$ cat config.mk
export PLATFORM = sky130hd
export DESIGN_NAME = alarm_annunciator
export DESIGN_NICKNAME = d
export VERILOG_FILES = /design/src/rtl/alarm_annunciator.sv
export SDC_FILE = /design/constraint.sdc
export NUM_CORES = 1
export LEC_CHECK = 0
export CAP_MARGIN = 10
export CORE_MARGIN = 2
export CORE_UTILIZATION = 34
export CTS_CLUSTER_DIAMETER = 80
export DETAILED_ROUTE_END_ITERATION = 6
export RECOVER_POWER = 50
export SLEW_MARGIN = 20
export SYNTH_ARGS = -nofsm -noshare
export SYNTH_HDL_FRONTEND = slang
export SYNTH_SLANG_ARGS = --single-unit
$ cat constraint.sdc
create_clock -name clock -period 2.2 [get_ports clock]
set_clock_uncertainty 0.15 [all_clocks]
set_input_delay 0.22 -clock clock [delete_from_list [all_inputs] [get_ports clock]]
set_output_delay 0.22 -clock clock [all_outputs]
set_load 0.1 [all_outputs]
$ cat src/rtl/alarm_annunciator.sv
// Siren and status-LED driver for the car alarm controller. It produces arm/disarm
// confirmation chirps and a pulsed alarm siren whose total on-time is capped.
module alarm_annunciator #(
  parameter int CHIRP_ON   = 4,
  parameter int CHIRP_OFF  = 4,
  parameter int SIREN_ON   = 8,
  parameter int SIREN_OFF  = 8,
  parameter int SIREN_MAX  = 64,
  parameter int LED_PERIOD = 16
) (
  input  logic clock,
  input  logic reset,
  input  logic alarme,
  input  logic armado,
  input  logic armar_evt,
  input  logic desarmar_evt,
  output logic siren,
  output logic led,
  output logic busy
);

  localparam int CHIRP_MAXP = (CHIRP_ON > CHIRP_OFF) ? CHIRP_ON : CHIRP_OFF;
  localparam int SIREN_MAXP = (SIREN_ON > SIREN_OFF) ? SIREN_ON : SIREN_OFF;
  localparam int PH_MAXP    = (CHIRP_MAXP > SIREN_MAXP) ? CHIRP_MAXP : SIREN_MAXP;
  localparam int PW = $clog2(PH_MAXP) + 1;
  localparam int MW = $clog2(SIREN_MAX) + 1;
  localparam int LW = $clog2(LED_PERIOD) + 1;
  localparam int CW = $clog2(2) + 1;

  localparam logic [PW-1:0] C_ON_W   = PW'(CHIRP_ON);
  localparam logic [PW-1:0] C_OFF_W  = PW'(CHIRP_OFF);
  localparam logic [PW-1:0] S_ON_W   = PW'(SIREN_ON);
  localparam logic [PW-1:0] S_OFF_W  = PW'(SIREN_OFF);
  localparam logic [MW-1:0] S_MAX_W  = MW'(SIREN_MAX);
  localparam logic [LW-1:0] LED_LAST = LW'(LED_PERIOD - 1);

  typedef enum logic [2:0] {
    IDLE,
    CHIRP_HI,
    CHIRP_LO,
    SIREN_HI,
    SIREN_LO,
    SILENCED
  } state_t;

  state_t        state, state_n;
  logic [PW-1:0] ph, ph_n, ph_inc;
  logic [MW-1:0] mx, mx_n, mx_inc;
  logic [CW-1:0] cl, cl_n;
  logic [LW-1:0] lc, lc_n;

  always_comb begin
    ph_inc  = (ph == '1) ? ph : ph + 1'b1;
    mx_inc  = (mx == '1) ? mx : mx + 1'b1;
    state_n = state;
    ph_n    = ph;
    mx_n    = mx;
    cl_n    = cl;

    if (alarme) begin
      case (state)
        SIREN_HI, SIREN_LO: begin
          mx_n = mx_inc;
          // The total-time cap wins over the on/off phase change.
          if (mx_inc == S_MAX_W) begin
            state_n = SILENCED;
            ph_n    = '0;
          end else if (state == SIREN_HI && ph_inc == S_ON_W) begin
            state_n = SIREN_LO;
            ph_n    = '0;
          end else if (state == SIREN_LO && ph_inc == S_OFF_W) begin
            state_n = SIREN_HI;
            ph_n    = '0;
          end else begin
            ph_n = ph_inc;
          end
        end
        SILENCED: state_n = SILENCED;
        default: begin
          state_n = SIREN_HI;
          ph_n    = '0;
          mx_n    = '0;
          cl_n    = '0;
        end
      endcase
    end else if (state == SIREN_HI || state == SIREN_LO || state == SILENCED) begin
      state_n = IDLE;
      ph_n    = '0;
      mx_n    = '0;
    end else if (desarmar_evt) begin
      state_n = CHIRP_HI;
      ph_n    = '0;
      cl_n    = CW'(2);
    end else if (armar_evt) begin
      state_n = CHIRP_HI;
      ph_n    = '0;
      cl_n    = CW'(1);
    end else begin
      case (state)
        CHIRP_HI: begin
          if (ph_inc == C_ON_W) begin
            state_n = CHIRP_LO;
            ph_n    = '0;
          end else begin
            ph_n = ph_inc;
          end
        end
        CHIRP_LO: begin
          if (ph_inc == C_OFF_W) begin
            ph_n    = '0;
            cl_n    = (cl == '0) ? cl : cl - 1'b1;
            state_n = (cl_n != '0) ? CHIRP_HI : IDLE;
          end else begin
            ph_n = ph_inc;
          end
        end
        default: state_n = state;
      endcase
    end

    if (!armado || lc == LED_LAST) lc_n = '0;
    else                           lc_n = lc + 1'b1;
  end

  always_ff @(posedge clock or negedge reset) begin
    if (!reset) begin
      state <= IDLE;
      ph    <= '0;
      mx    <= '0;
      cl    <= '0;
      lc    <= '0;
      siren <= 1'b0;
      led   <= 1'b0;
      busy  <= 1'b0;
    end else begin
      state <= state_n;
      ph    <= ph_n;
      mx    <= mx_n;
      cl    <= cl_n;
      lc    <= lc_n;
      siren <= (state_n == CHIRP_HI) || (state_n == SIREN_HI);
      busy  <= (state_n != IDLE);
      if (state_n == SIREN_HI)      led <= 1'b1;
      else if (state_n == SIREN_LO) led <= 1'b0;
      else                          led <= armado && (lc == LED_LAST);
    end
  end

endmodule

Yosys cells after proc, flatten, opt, wreduce, memory -nomap -nowiden
Index checks and enable logic that the tools add are counted.
{"block": "classes", "addsub": 4, "n_eq_ne": 17, "n_mux": 38, "reduce_logical": 21}
{"operator": "$mux 4", "count": 10}
{"operator": "$mux 3", "count": 9}
{"operator": "$mux 7", "count": 3}
{"operator": "$mux 2", "count": 8}
{"operator": "$eq 7x7->1 const B", "count": 2}
{"operator": "$pmux 7 s2", "count": 1}
{"operator": "$pmux 3 s2", "count": 2}
{"operator": "$eq 3x2->1 const B", "count": 3}
{"operator": "$eq 3x3->1 const B", "count": 3}
{"operator": "$eq 4x4->1 const B", "count": 2}
{"operator": "$pmux 4 s2", "count": 1}
{"operator": "$reduce_bool 4->1", "count": 2}
{"operator": "$add 7x1->7 const B", "count": 1}
{"operator": "$eq 3x1->1 const B", "count": 2}
{"operator": "$ne 2x2->1 const B", "count": 3}
{"operator": "$add 5x1->5 const B", "count": 1}
{"operator": "$eq 5x4->1 const B", "count": 1}
{"operator": "$mux 5", "count": 1}
{"operator": "$reduce_bool 5->1", "count": 1}
{"operator": "$add 4x1->4 const B", "count": 1}
{"operator": "$eq 4x3->1 const B", "count": 1}
{"operator": "$logic_or 1x1->1", "count": 4}
{"operator": "$reduce_and 2->1", "count": 2}
{"operator": "$reduce_and 4->1", "count": 1}
{"operator": "other kinds (9)", "count": 15}
{"block": "word_totals", "register_bits": 24, "input_bits": 6, "elab_cells": 88}

Depth between registers and ports, before layout
{"block": "logic_depth", "depth_word": 13, "ltp_mapped": 8, "mapped_depth_nobuf": 7}

Least setup slack after synthesis
OpenSTA, ideal clock, no wires.
{"block": "synth_timing", "path_type": "register -> register", "start": "reg ph[0]", "end": "reg siren", "setup_ps": 111, "arrival_ps": 1955, "required_time_ps": 1939, "slack_ps": -16, "stages_incl_launch_ff": 9, "path_buffers": 1, "synth_period_minus_slack_ps": 2216, "path_cell_list": "dfrtp_1 -> ha_1 -> buf_6 -> or3b_1 -> a21oi_2 -> o21ai_1 -> o41ai_1 -> a21oi_2 -> a2111oi_2"}
{"block": "synth_between", "elab_chain_cells": 11, "elab_cells_between_ends": 21, "classes_between": "add/sub (1); eq/ne (5); mux (12); reduce/logical (3)"}
{"element": "start: declaration", "line_no": "47", "rtl": "logic [PW-1:0] ph, ph_n, ph_inc;"}
{"element": "start signal: assignment", "line_no": "137", "rtl": "ph <= ph_n;"}
{"element": "$add 4x1->4 / $eq 4x4->1 (equally long branches)", "line_no": "53", "rtl": "ph_inc = (ph == '1) ? ph : ph + 1'b1;"}
{"element": "$mux 4 *", "line_no": "53"}
{"element": "$eq 4x3->1 / $eq 4x4->1 (equally long branches)"}
{"element": "$mux 3, or another cell as far along", "line_no": "109", "rtl": "if (ph_inc == C_OFF_W) begin"}
{"element": "$pmux 3 s2 / $mux 3 (equally long branches)", "line_no": "99, 71"}
{"element": "$mux 3 (on tied branches)", "line_no": "94, 68"}
{"element": "$mux 3 (on tied branches)", "line_no": "90, 65"}
{"element": "$mux 3 / $pmux 3 s2 (equally long branches)", "line_no": "86, 61"}
{"element": "$mux 3 *", "line_no": "60", "rtl": "if (alarme) begin"}
{"element": "$eq 3x1->1 / $eq 3x2->1 (equally long branches)", "line_no": "141", "rtl": "siren <= (state_n == CHIRP_HI) || (state_n == SIREN_HI);"}
{"element": "$logic_or 1x1->1 *", "line_no": "141"}
{"element": "end signal: assignment", "line_no": "141"}
{"element": "end: declaration", "line_no": "17", "rtl": "output logic siren,"}
Mark *: on every way between the ends. The rest lies on a longest branch, timed or not.
A chain may end at the register's enable or synchronous reset.

Worst setup path after layout
Ends and elaborated chain as after synthesis.

==> results by group <==
Flow run
  – Count of maximum capacitance violations: 0

Floorplanning
  – Initial cell density of the core: a little over a third
  – X dimension of the die: 73.04 um
  – Number of top-level pins: 9
  – Total Die Area: 5334 um^2
  – Placeable core region: 4661 um^2
  – Number of core rows: 25
  – Chip Height: 73.04 um

Route
  – Detail-routed via count per cell: 5.536
  – Post-detailed-routing wire length: 3787 um
  – DRC violation total after the first TritonRoute iteration: 114
  – Average routed wire per standard cell: around 14 um
  – Remaining antenna violation count after routing: 0
  – Total number of vias: 1478
  – Post-route DRC violation count: 0
  – Drt pass-1 iters: 4

STA
  – Hold slack final: 319.9 ps
  – Worst slew margin: 7.584%
  – Final worst-path cycle share: 97.58%
  – Max frequency: 465.8 MHz
  – Final Setup Violations: 0
  – Setup repair after global routing missed its margin: true
  – Transition at the pin with the smallest max-transition slack: between 1000 and 1500 ps
  – Final min period: 2147 ps
  – Number of hold violations in the final report: 0
  – Final-report max-slew violation count: 0

Pwr
  – Leakage power figure: between 0.8 and 0.9 nW
  – Peak supply drop: about 0.56 mV
  – Ratio of total power to cell area: 887.9 nW/um^2

Global route
  – Largest net degree at the start of global routing: 25
  – Number of global-route vias before repair: 1350
  – Residual overflow from global routing: 0
  – First-pass GRT wire length: 6299 um
  – Total track usage: approximately 15%
  – Initial antenna violation count: 0

CTS
  – Hold buffers post-CTS: 0
  – # clock sinks: 24
  – CTS tree: yes
  – Master cell of the clock root buffer: sky130_fd_sc_hd__clkbuf_8
  – Number of clock buffers inserted by TritonCTS: 3
  – Clock transition at the registers of the reported paths: 90 ps
  – Buffers from clock root to sink, at most: 2
  – Clock insertion delay at the later pin of the skew report: ~270 ps
  – Number of H-tree levels: 1

Setup path
  – Launching element type of the critical path: flip-flop
  – Critical path cell sequence: ha_4 > or3b_1 > a21oi_2 > o21ai_2 > a211o_1 > a21oi_4 > a2111oi_4
  – Arrival time of data at the critical path endpoint: 2140 ps
  – CP max-delay cell: sky130_fd_sc_hd__dfrtp_1
  – Data required time at the worst endpoint: 2190 ps
  – CP max stage delay: 420 ps
  – WS Path Type: flip-flop to flip-flop
  – Worst-path maximum fanout: 5
  – Crit. path cell count: 7
  – Worst path buffer plus inverter count: 0
  – Critical path's top delay family: compound AO/OA/AOI/OAI gates
  – Critical path capture point type: flip-flop
  – Worst Reg2Reg Path Length in Cells: 7

Finish
  – Area of all placed cells without fillers: 2111 um^2
  – Area growth from synthesis to layout: 30.27%
  – Layout fillers: 445
  – Area of combinational cells with multiple inputs: 1099 um^2
  – Area taken by flip-flops and latches: 605.6 um^2
  – Proportion of layout cells with a drive suffix above 1: 29.58%
  – Final net count: 224
  – Antenna cell count: 0

Yosys
  – Synth Area per Inst: 8.806 um^2
  – Cell with the most instances after synthesis: sky130_fd_sc_hd__dfrtp_1
  – Sequential area share after synthesis: 37.07%
  – Post-Synthesis Cell Area: roughly 1600 um^2
  – Count of flip-flops with a built-in enable after synthesis: 0
  – Top_reg_cell synth: sky130_fd_sc_hd__dfrtp_1
  – FF+latch count, synth: 24
  – Post-synthesis instance total: around 180
  – Yosys top cell by area: sky130_fd_sc_hd__dfrtp_1
  – Post-synthesis net count: 194
  – Share of flip-flops with an asynchronous set or reset: between 90% and 100%
  – Synth top area cells: sky130_fd_sc_hd__dfrtp_1 37%, sky130_fd_sc_hd__nand2_1 5.3%, sky130_fd_sc_hd__nor2_1 4.2%
  – Yosys warning count: 0
  – Synth cell count leaders: 24 x sky130_fd_sc_hd__dfrtp_1, 23 x sky130_fd_sc_hd__nand2_1, 18 x sky130_fd_sc_hd__nor2_1, 11 x sky130_fd_sc_hd__a21oi_1, 8 x sky130_fd_sc_hd__o21ai_0
  – Number of different library cells in the post-synthesis netlist: 56
  – Share of the synthesized area in the top cell type: 37.07%

Placed design
  – Count of buffers from port buffering: 8
  – Placed standard-cell area: 1894 um^2
  – Routability Congestion: 0.8379
  – Half-perimeter wire length after detailed placement: roughly 2600 um

Min path
  – Hold Path Depth: 1
  – Class of the most critical hold timing path: flip-flop to flip-flop

Outcome
  – Result of the run: finished, final reports clean
==> worst paths after layout <==
path	start	endpoint	slack, ps
min in group asynchronous	reset	ph[1]	630
setup reg to reg	ph[0]	siren	50
hold / removal	lc[0]	lc[0]	320
setup / recovery	ph[0]	siren	50
max in group asynchronous	reset	mx[5]	360
hold reg to reg	lc[0]	lc[0]	320
==> logic make-up after synthesis <==
kind of cell,after synthesis,share of synthesized area (%)
flops,24,37.07
fa+ha+maj,4,3.089
simple gates,76,25.41
xor+xnor,3,1.622
buf+inv,12,3.552
compound gates,61,26.64
mux,4,2.625
==> cell type report <==
type | count | share of cell area (%)
inverter | 5 | 0.8892
clock inverter | 1 | 1.423
sequential | 24 | 28.69
timing repair buffer | 32 | 11.80
tap | 54 | 3.201
clock buffer | 3 | 1.956
multi-input combinational | 148 | 52.04
==> cells in the final DEF, fill, tap and decap left out, types with 3 or more instances in the layout <==
master / netlist / layout
sky130_fd_sc_hd__nor2_1: 18 / 16
sky130_fd_sc_hd__dfrtp_1: 24 / 20
sky130_fd_sc_hd__a21oi_1: 11 / 10
sky130_fd_sc_hd__o21ai_0: 8 / 8
sky130_fd_sc_hd__clkdlybuf4s50_1: 0 / 4
sky130_fd_sc_hd__dfrtp_2: 0 / 4
sky130_fd_sc_hd__o31ai_1: 3 / 3
sky130_fd_sc_hd__nor3_1: 5 / 4
sky130_fd_sc_hd__buf_4: 1 / 26
sky130_fd_sc_hd__o22ai_1: 3 / 3
sky130_fd_sc_hd__nand3b_1: 3 / 3
sky130_fd_sc_hd__a21o_1: 3 / 3
sky130_fd_sc_hd__nand2b_1: 5 / 5
sky130_fd_sc_hd__a31oi_1: 4 / 4
sky130_fd_sc_hd__nand3_1: 5 / 4
sky130_fd_sc_hd__a22o_1: 3 / 3
sky130_fd_sc_hd__clkbuf_8: 0 / 3
sky130_fd_sc_hd__inv_1: 5 / 5
sky130_fd_sc_hd__o21a_1: 3 / 3
sky130_fd_sc_hd__nand2_1: 23 / 22
==> report_power, final <==
group	leakage [nW]	switching [W]	total, W	internal [W]
clock network	0.0357	0.000157	0.000400	0.000244
logic	0.533	0.000513	0.000900	0.000387
registers	0.306	0.0000577	0.000574	0.000516
==> routing by layer <==
metal	global-route usage, %	share of wire [%]	vias up
met5	0	0	-
met4	2.881	0.34	0
met3	3.315	4.2	2
met2	23.02	46	35
met1	21.48	49	703
li1	-	-	738
==> state kept, by name, indices dropped and copies added, names as in the netlist <==
signal  count
busy        1
cl          2
lc          5
led         1
mx          7
ph          4
siren       1
state       3
==> what timing repair did <==
action / in CTS / in global routing
setup buffers: 0 / 3
setup endpoints to repair: 3 / 10
pin swaps: 2 / 10
resized for setup: 2 / 24
==> stage by stage <==
stage          setup TNS (ps)  std cells  power, W  util [%]  setup WS (ps)
6_report                    0        267  0.001874     45.29          53.19
5_1_grt                -204.5        267  0.002005     45.29         -66.07
4_1_cts                -2.600        265  0.001779     42.31         -2.600
3_5_place_dp           -5.385        261  0.001367     40.64         -5.385
3_3_place_gp           -4.320        261  0.001369     40.64         -3.893
2_1_floorplan               0        184  0.001108         -          4.082
(Power assumes the default switching activity.)
